[src/rtl/branch_decode_stage.sv]
// branch_decode_stage: resolves or1420 control flow right after fetch and
// registers every instruction toward execute, handling the delay slot.
// Optional build macro BRANCH_DECODE_COUNTERS_EN adds branch/taken counters.
module branch_decode_stage #(
    parameter logic [31:0] NOP_INSTRUCTION = 32'h1500FFFF
) (
    input  logic        cpuClock,
    input  logic        cpuReset,
    input  logic        stallIn,
    input  logic [31:0] instructionIn,
    input  logic        validInstructionIn,
    input  logic [29:0] programCounterIn,
    input  logic [29:0] linkAddressIn,
    input  logic        flagIn,
    input  logic        flagPendingIn,
    input  logic [31:0] rbValueIn,
    input  logic        execWeIn,
    input  logic [4:0]  execDestIn,
    output logic        doJump,
    output logic [29:0] jumpTarget,
    output logic        insertNop,
    output logic [31:0] instructionOut,
    output logic [29:0] programCounterOut,
    output logic        linkWriteOut,
    output logic [29:0] linkAddressOut,
    output logic        validOut,
    output logic        illegalSlotOut
`ifdef BRANCH_DECODE_COUNTERS_EN
    ,
    output logic [31:0] branchCountOut,
    output logic [31:0] takenCountOut
`endif
);

    typedef enum logic [1:0] {NORMAL, HAZARD, DELAY_SLOT} state_t;

    state_t      state_q, state_d;
    logic [31:0] instruction_q, instruction_d;
    logic [29:0] program_counter_q, program_counter_d;
    logic        link_write_q, link_write_d;
    logic [29:0] link_address_q, link_address_d;
    logic        valid_q, valid_d;
    logic        illegal_slot_q, illegal_slot_d;

    logic [5:0]  opcode;
    logic        is_j, is_jal, is_bnf, is_bf, is_jr, is_jalr;
    logic        is_cf, is_reg, taken, haz_f, haz_r, hazard;
    logic [29:0] rel_target, target;
    logic        unused_rb_low;

    assign unused_rb_low = ^rbValueIn[1:0];

    // Opcode decode, target computation and hazard detection
    always_comb begin
        opcode     = instructionIn[31:26];
        is_j       = (opcode == 6'h00);
        is_jal     = (opcode == 6'h01);
        is_bnf     = (opcode == 6'h03);
        is_bf      = (opcode == 6'h04);
        is_jr      = (opcode == 6'h11);
        is_jalr    = (opcode == 6'h12);
        is_reg     = is_jr | is_jalr;
        is_cf      = is_j | is_jal | is_bnf | is_bf | is_reg;
        // Relative offset is in words; the add wraps modulo 2^30.
        rel_target = programCounterIn + {{4{instructionIn[25]}}, instructionIn[25:0]};
        target     = is_reg ? rbValueIn[31:2] : rel_target;
        taken      = is_j | is_jal | is_reg | (is_bf & flagIn) | (is_bnf & ~flagIn);
        haz_f      = (is_bf | is_bnf) & flagPendingIn;
        haz_r      = is_reg & execWeIn & (execDestIn == instructionIn[15:11])
                     & (execDestIn != 5'd0);
        hazard     = haz_f | haz_r;
    end

    // Next-state, redirect outputs and next values of the execute-side registers
    always_comb begin
        state_d           = state_q;
        instruction_d     = instruction_q;
        program_counter_d = program_counter_q;
        link_write_d      = link_write_q;
        link_address_d    = link_address_q;
        valid_d           = valid_q;
        illegal_slot_d    = 1'b0;
        doJump            = 1'b0;
        insertNop         = 1'b0;
        jumpTarget        = target;
        if (!stallIn) begin
            program_counter_d = programCounterIn;
            link_address_d    = linkAddressIn;
            valid_d           = 1'b1;
            link_write_d      = 1'b0;
            if (!validInstructionIn) begin
                // Fetch bus error: forward the word marked invalid, no decode.
                instruction_d = instructionIn;
                valid_d       = 1'b0;
            end else if (state_q == DELAY_SLOT) begin
                // Control flow in a delay slot is squashed and flagged.
                instruction_d  = is_cf ? NOP_INSTRUCTION : instructionIn;
                illegal_slot_d = is_cf;
                state_d        = NORMAL;
            end else if (hazard) begin
                insertNop     = 1'b1;
                instruction_d = NOP_INSTRUCTION;
                state_d       = HAZARD;
            end else begin
                instruction_d = instructionIn;
                link_write_d  = is_jal | is_jalr;
                doJump        = taken;
                state_d       = taken ? DELAY_SLOT : NORMAL;
            end
        end
    end

    // Pipeline register toward execute plus the control state
    always_ff @(posedge cpuClock or posedge cpuReset) begin
        if (cpuReset) begin
            state_q           <= NORMAL;
            instruction_q     <= NOP_INSTRUCTION;
            program_counter_q <= 30'd0;
            link_write_q      <= 1'b0;
            link_address_q    <= 30'd0;
            valid_q           <= 1'b1;
            illegal_slot_q    <= 1'b0;
        end else begin
            state_q           <= state_d;
            instruction_q     <= instruction_d;
            program_counter_q <= program_counter_d;
            link_write_q      <= link_write_d;
            link_address_q    <= link_address_d;
            valid_q           <= valid_d;
            illegal_slot_q    <= illegal_slot_d;
        end
    end

    assign instructionOut    = instruction_q;
    assign programCounterOut = program_counter_q;
    assign linkWriteOut      = link_write_q;
    assign linkAddressOut    = link_address_q;
    assign validOut          = valid_q;
    assign illegalSlotOut    = illegal_slot_q;

`ifdef BRANCH_DECODE_COUNTERS_EN
    logic [31:0] branch_count_q, branch_count_d;
    logic [31:0] taken_count_q, taken_count_d;

    // Count consumed control-flow instructions and redirects issued
    always_comb begin
        branch_count_d = branch_count_q;
        taken_count_d  = taken_count_q;
        if (!stallIn && validInstructionIn && state_q != DELAY_SLOT && is_cf && !hazard)
            branch_count_d = branch_count_q + 32'd1;
        if (doJump)
            taken_count_d = taken_count_q + 32'd1;
    end

    // Counter registers
    always_ff @(posedge cpuClock or posedge cpuReset) begin
        if (cpuReset) begin
            branch_count_q <= 32'd0;
            taken_count_q  <= 32'd0;
        end else begin
            branch_count_q <= branch_count_d;
            taken_count_q  <= taken_count_d;
        end
    end

    assign branchCountOut = branch_count_q;
    assign takenCountOut  = taken_count_q;
`endif

endmodule

[config.mk]
export PLATFORM = sky130hd
export DESIGN_NAME = branch_decode_stage
export DESIGN_NICKNAME = d
export VERILOG_FILES = /design/src/rtl/branch_decode_stage.sv
export SDC_FILE = /design/constraint.sdc
export NUM_CORES = 1
export LEC_CHECK = 0
export CORE_MARGIN = 5
export CORE_UTILIZATION = 45
export CTS_CLUSTER_DIAMETER = 30
export DETAILED_ROUTE_END_ITERATION = 8
export DONT_BUFFER_PORTS = 1
export PLACE_DENSITY = 0.68
export SYNTH_ARGS = -nofsm -noshare
export SYNTH_HDL_FRONTEND = slang
export SYNTH_SLANG_ARGS = --single-unit
[constraint.sdc]
create_clock -name cpuClock -period 7.8 [get_ports cpuClock]
set_input_delay 2.34 -clock cpuClock [delete_from_list [all_inputs] [get_ports cpuClock]]
set_output_delay 2.34 -clock cpuClock [all_outputs]
set_load 0.05 [all_outputs]
==> results of run 1 <==
==> final cells by class <==
class / instances / area share (%)
Clock buffer: 9 / 3.56
Clock inverter: 7 / 1.11
Inverter: 29 / 1.76
Multi-Input combinational cell: 405 / 48.3
Sequential cell: 97 / 38.7
Tap cell: 172 / 3.40
Timing Repair Buffer: 27 / 3.20
==> worst max-delay path, cell delays in order <==
cell and delay, ns:
ha_1 0.23, fa_1 0.42, a21o_1 0.19, a21oi_1 0.30, o32ai_1 0.17, a21oi_1 0.46
o31ai_1 0.25, a31oi_1 0.25, xor2_1 0.10, o21ai_1 0.15, buf_4 0.23
==> logic make-up after synthesis <==
kind of cell	synth area share (%)
XOR/XNOR	4.75
flip-flops	42.9
AO/OA/AOI/OAI	19.6
AND/OR/NAND/NOR	9.90
multiplexers	12.4
adder cells (fa/ha/maj)	6.70
buffers and inverters	3.77
==> synthesized netlist by cell type, types with 2 or more instances <==
| library cell | n |
|---|---|
| dfrtp_1 | 77 |
| mux2_2 | 62 |
| a21oi_1 | 46 |
| nand2_1 | 46 |
| ha_1 | 29 |
| inv_1 | 29 |
| o21ai_0 | 28 |
| nor2_1 | 27 |
| clkbuf_1 | 22 |
| dfstp_2 | 20 |
| a2bb2oi_1 | 18 |
| xor2_1 | 17 |
| a21o_1 | 14 |
| xnor2_1 | 14 |
| a22o_1 | 9 |
| nand3_1 | 9 |
| a31oi_1 | 8 |
| nand4_1 | 6 |
| nor3_1 | 6 |
| nand2b_1 | 5 |
| o21a_1 | 5 |
| o21bai_1 | 5 |
| and3_1 | 4 |
| and4_1 | 4 |
| nor2b_1 | 4 |
| o31ai_1 | 3 |
| a21boi_0 | 2 |
| a21oi_2 | 2 |
| and2_1 | 2 |
| buf_4 | 2 |
| nor4_1 | 2 |
| o21ai_2 | 2 |
| o32ai_1 | 2 |
==> worst max path at each step <==
stage	start	end	cells after the start
final	instructionIn[0]	jumpTarget[28]	11
after global routing	instructionIn[0]	jumpTarget[28]	11
after CTS	instructionIn[0]	jumpTarget[28]	11
after detailed placement	instructionIn[0]	jumpTarget[28]	11
after global placement	instructionIn[0]	jumpTarget[28]	11
after floorplan	instructionIn[0]	jumpTarget[22]	10
==> flip-flops by register name, indices dropped and copies added (netlist names) <==
name	flops
linkWriteOut	1
instructionOut	32
validOut	1
linkAddressOut	30
programCounterOut	30
illegalSlotOut	1
state_q	2
==> cell usage in the layout (no fill, tap or decap), types with 11 or more instances in the layout <==
| cell | synthesis | layout |
|---|---|---|
| a21oi_1 | 46 | 46 |
| buf_4 | 2 | 27 |
| o21ai_1 | 1 | 11 |
| mux2_2 | 62 | 62 |
| nor2_1 | 27 | 27 |
| ha_1 | 29 | 29 |
| inv_1 | 29 | 28 |
| dfstp_2 | 20 | 20 |
| xnor2_1 | 14 | 14 |
| dfrtp_1 | 77 | 77 |
| xor2_1 | 17 | 17 |
| nand2_1 | 46 | 46 |
| a2bb2oi_1 | 18 | 18 |
| o21ai_0 | 28 | 18 |
| a21o_1 | 14 | 14 |
==> where the power goes <==
| part | leakage, nW | internal (W) | total [W] | switching [W] |
|---|---|---|---|---|
| Clock | 0.147 | 0.000226 | 0.000446 | 0.000220 |
| Combinational | 1.55 | 0.000151 | 0.000419 | 0.000268 |
| Sequential | 1.13 | 0.000556 | 0.000761 | 0.000205 |
==> layer usage <==
metal | global-route usage, % | wire, um
met3 | 7.97 | 1730
met5 | 0 | 0
met1 | 23.0 | 5980
met2 | 36.6 | 8000
met4 | 7.91 | 359
==> per-stage QoR <==
step / area [um^2] / worst slack (ns) / power (W) / util [%] / std cells
after CTS: 6330 / 0.350 / 0.00164 / 50.6 / 746
after global placement: 6040 / 0.348 / 0.00118 / 48.3 / 730
after floorplan: 5720 / 0.110 / 0.00109 / - / 557
final: 6330 / 0.371 / 0.00163 / 50.6 / 746
after global routing: 6330 / 0.178 / 0.00169 / 50.6 / 746
after detailed placement: 6040 / 0.379 / 0.00119 / 48.3 / 730
==> results.yml, run 1 <==
logic_synthesis:
  synth_area_leaders: "dfrtp_1 34%, mux2_2 12%, dfstp_2 9.2%"
  ys_types: 59
  synth_edf_count: 0
  synth_nets: 723
  synth_top_cell_by_area: "dfrtp_1"
  syn_area_um2: 5720
  avgSynthCellArea_um2: 10.3
  async_flop_share_pct: 100
  synthFlopType: "dfrtp_1"
  synth_top_area_share_pct: 33.7
  synth_cells: 557
  ys_ff_latch: 97
  yosysWarnings: 0
  yosysSeqAreaShare_pct: 42.9
final_layout:
  n_antenna_cell: 0
  syn2layout_area_growth_pct: 10.8
  regArea_um2: 2450
  layout-drive-gt1-share_pct: 24.6
  final_nets: 735
  fillerInstances: 1146
  multi_input_area_um2: 3060
floorplanning:
  die_w_um: 123
  core.rowCount: 41
  die_h_um: 123
  dieArea_um2: 15100
  core-area_um2: 12500
  ios: 263
  initial_utilization_pct: 45.7
power:
  vdd_drop_max_v: 0.000120
  cellLeakagePower_nw: 2.82
  power.density_nw_per_um2: 257
worst_setup_path:
  r2r-end: "instructionOut[13]"
  crit_fanout: 5
  critPathRequiredTime_ns: 5.46
  start_kind: "input port"
  r2r_cells: 5
  r2r_start: "state_q[0]"
  worstPathArrival_ns: 5.09
  critPathKind: "input port to output pin"
  rrSetupSlack_ns: 5.91
  crit_path_end_kind: "output pin"
timing:
  tns_ns: 0
  slew_headroom_pct: 31.9
  hold_viol_final: 0
  period_minus_slack_ns: 7.43
  whs_ns: 0.505
  timing.fmax_mhz: 135
  drv_slew: 0
  period_share_pct: 95.2
  rsz0062_at_grt: "false"
  setup_viol: 0
  fin_skew_ns: 0.00499
  tightest_slew_ns: 1.01
clocking:
  cts_max_level: 3
  numCtsBuffers: 9
  cts_tree: "yes"
  cts_sinks: 97
  clockBufferDepth: 2
  clkTransAtPathRegs_ns: 0.07
  clock_latency_ns: 0.35
  cts_root_buf: "clkbuf_16"
  cts_resized: 0
  cts.hold.buffers_added: 0
  cts_setup_buffers: 0
worst_hold_path:
  worstHoldEndpoint: "state_q[1]"
  hold_depth: 1
  hp-class: "flop to flop"
  min-delay-start: "state_q[1]"
detailed_routing:
  drt_wl_total_um: 16100
  firstDrtPassIters: 4
  drt-vias-per-instance: 5.86
  avgRoutedWirePerCell_um: 21.5
  postRouteAntennaNets: 0
  drc: 0
  vias: 4370
  drt-initial-drc-count: 295
place:
  io_buffers: 0
  hpwl_um: 12500
  gp_congestion: 0.817
global_routing:
  grt_pass1_vias: 4575
  grt_max_degree: 99
  overflow: 0
  grt_antenna_before_repair: 0
  grt_use_total_pct: 20.9
  grt_pass1_wl_um: 24400
job:
  drv_cap: 0
status:
  status: "completed"
(Power assumes the default switching activity.)
==> run 2, diff against run 1 <==
Settings changed: GPL_ROUTABILITY_DRIVEN set to 0.
==> results of run 2 <==
Same layout as run 1: the final DEF is identical, and so are final timing and power.
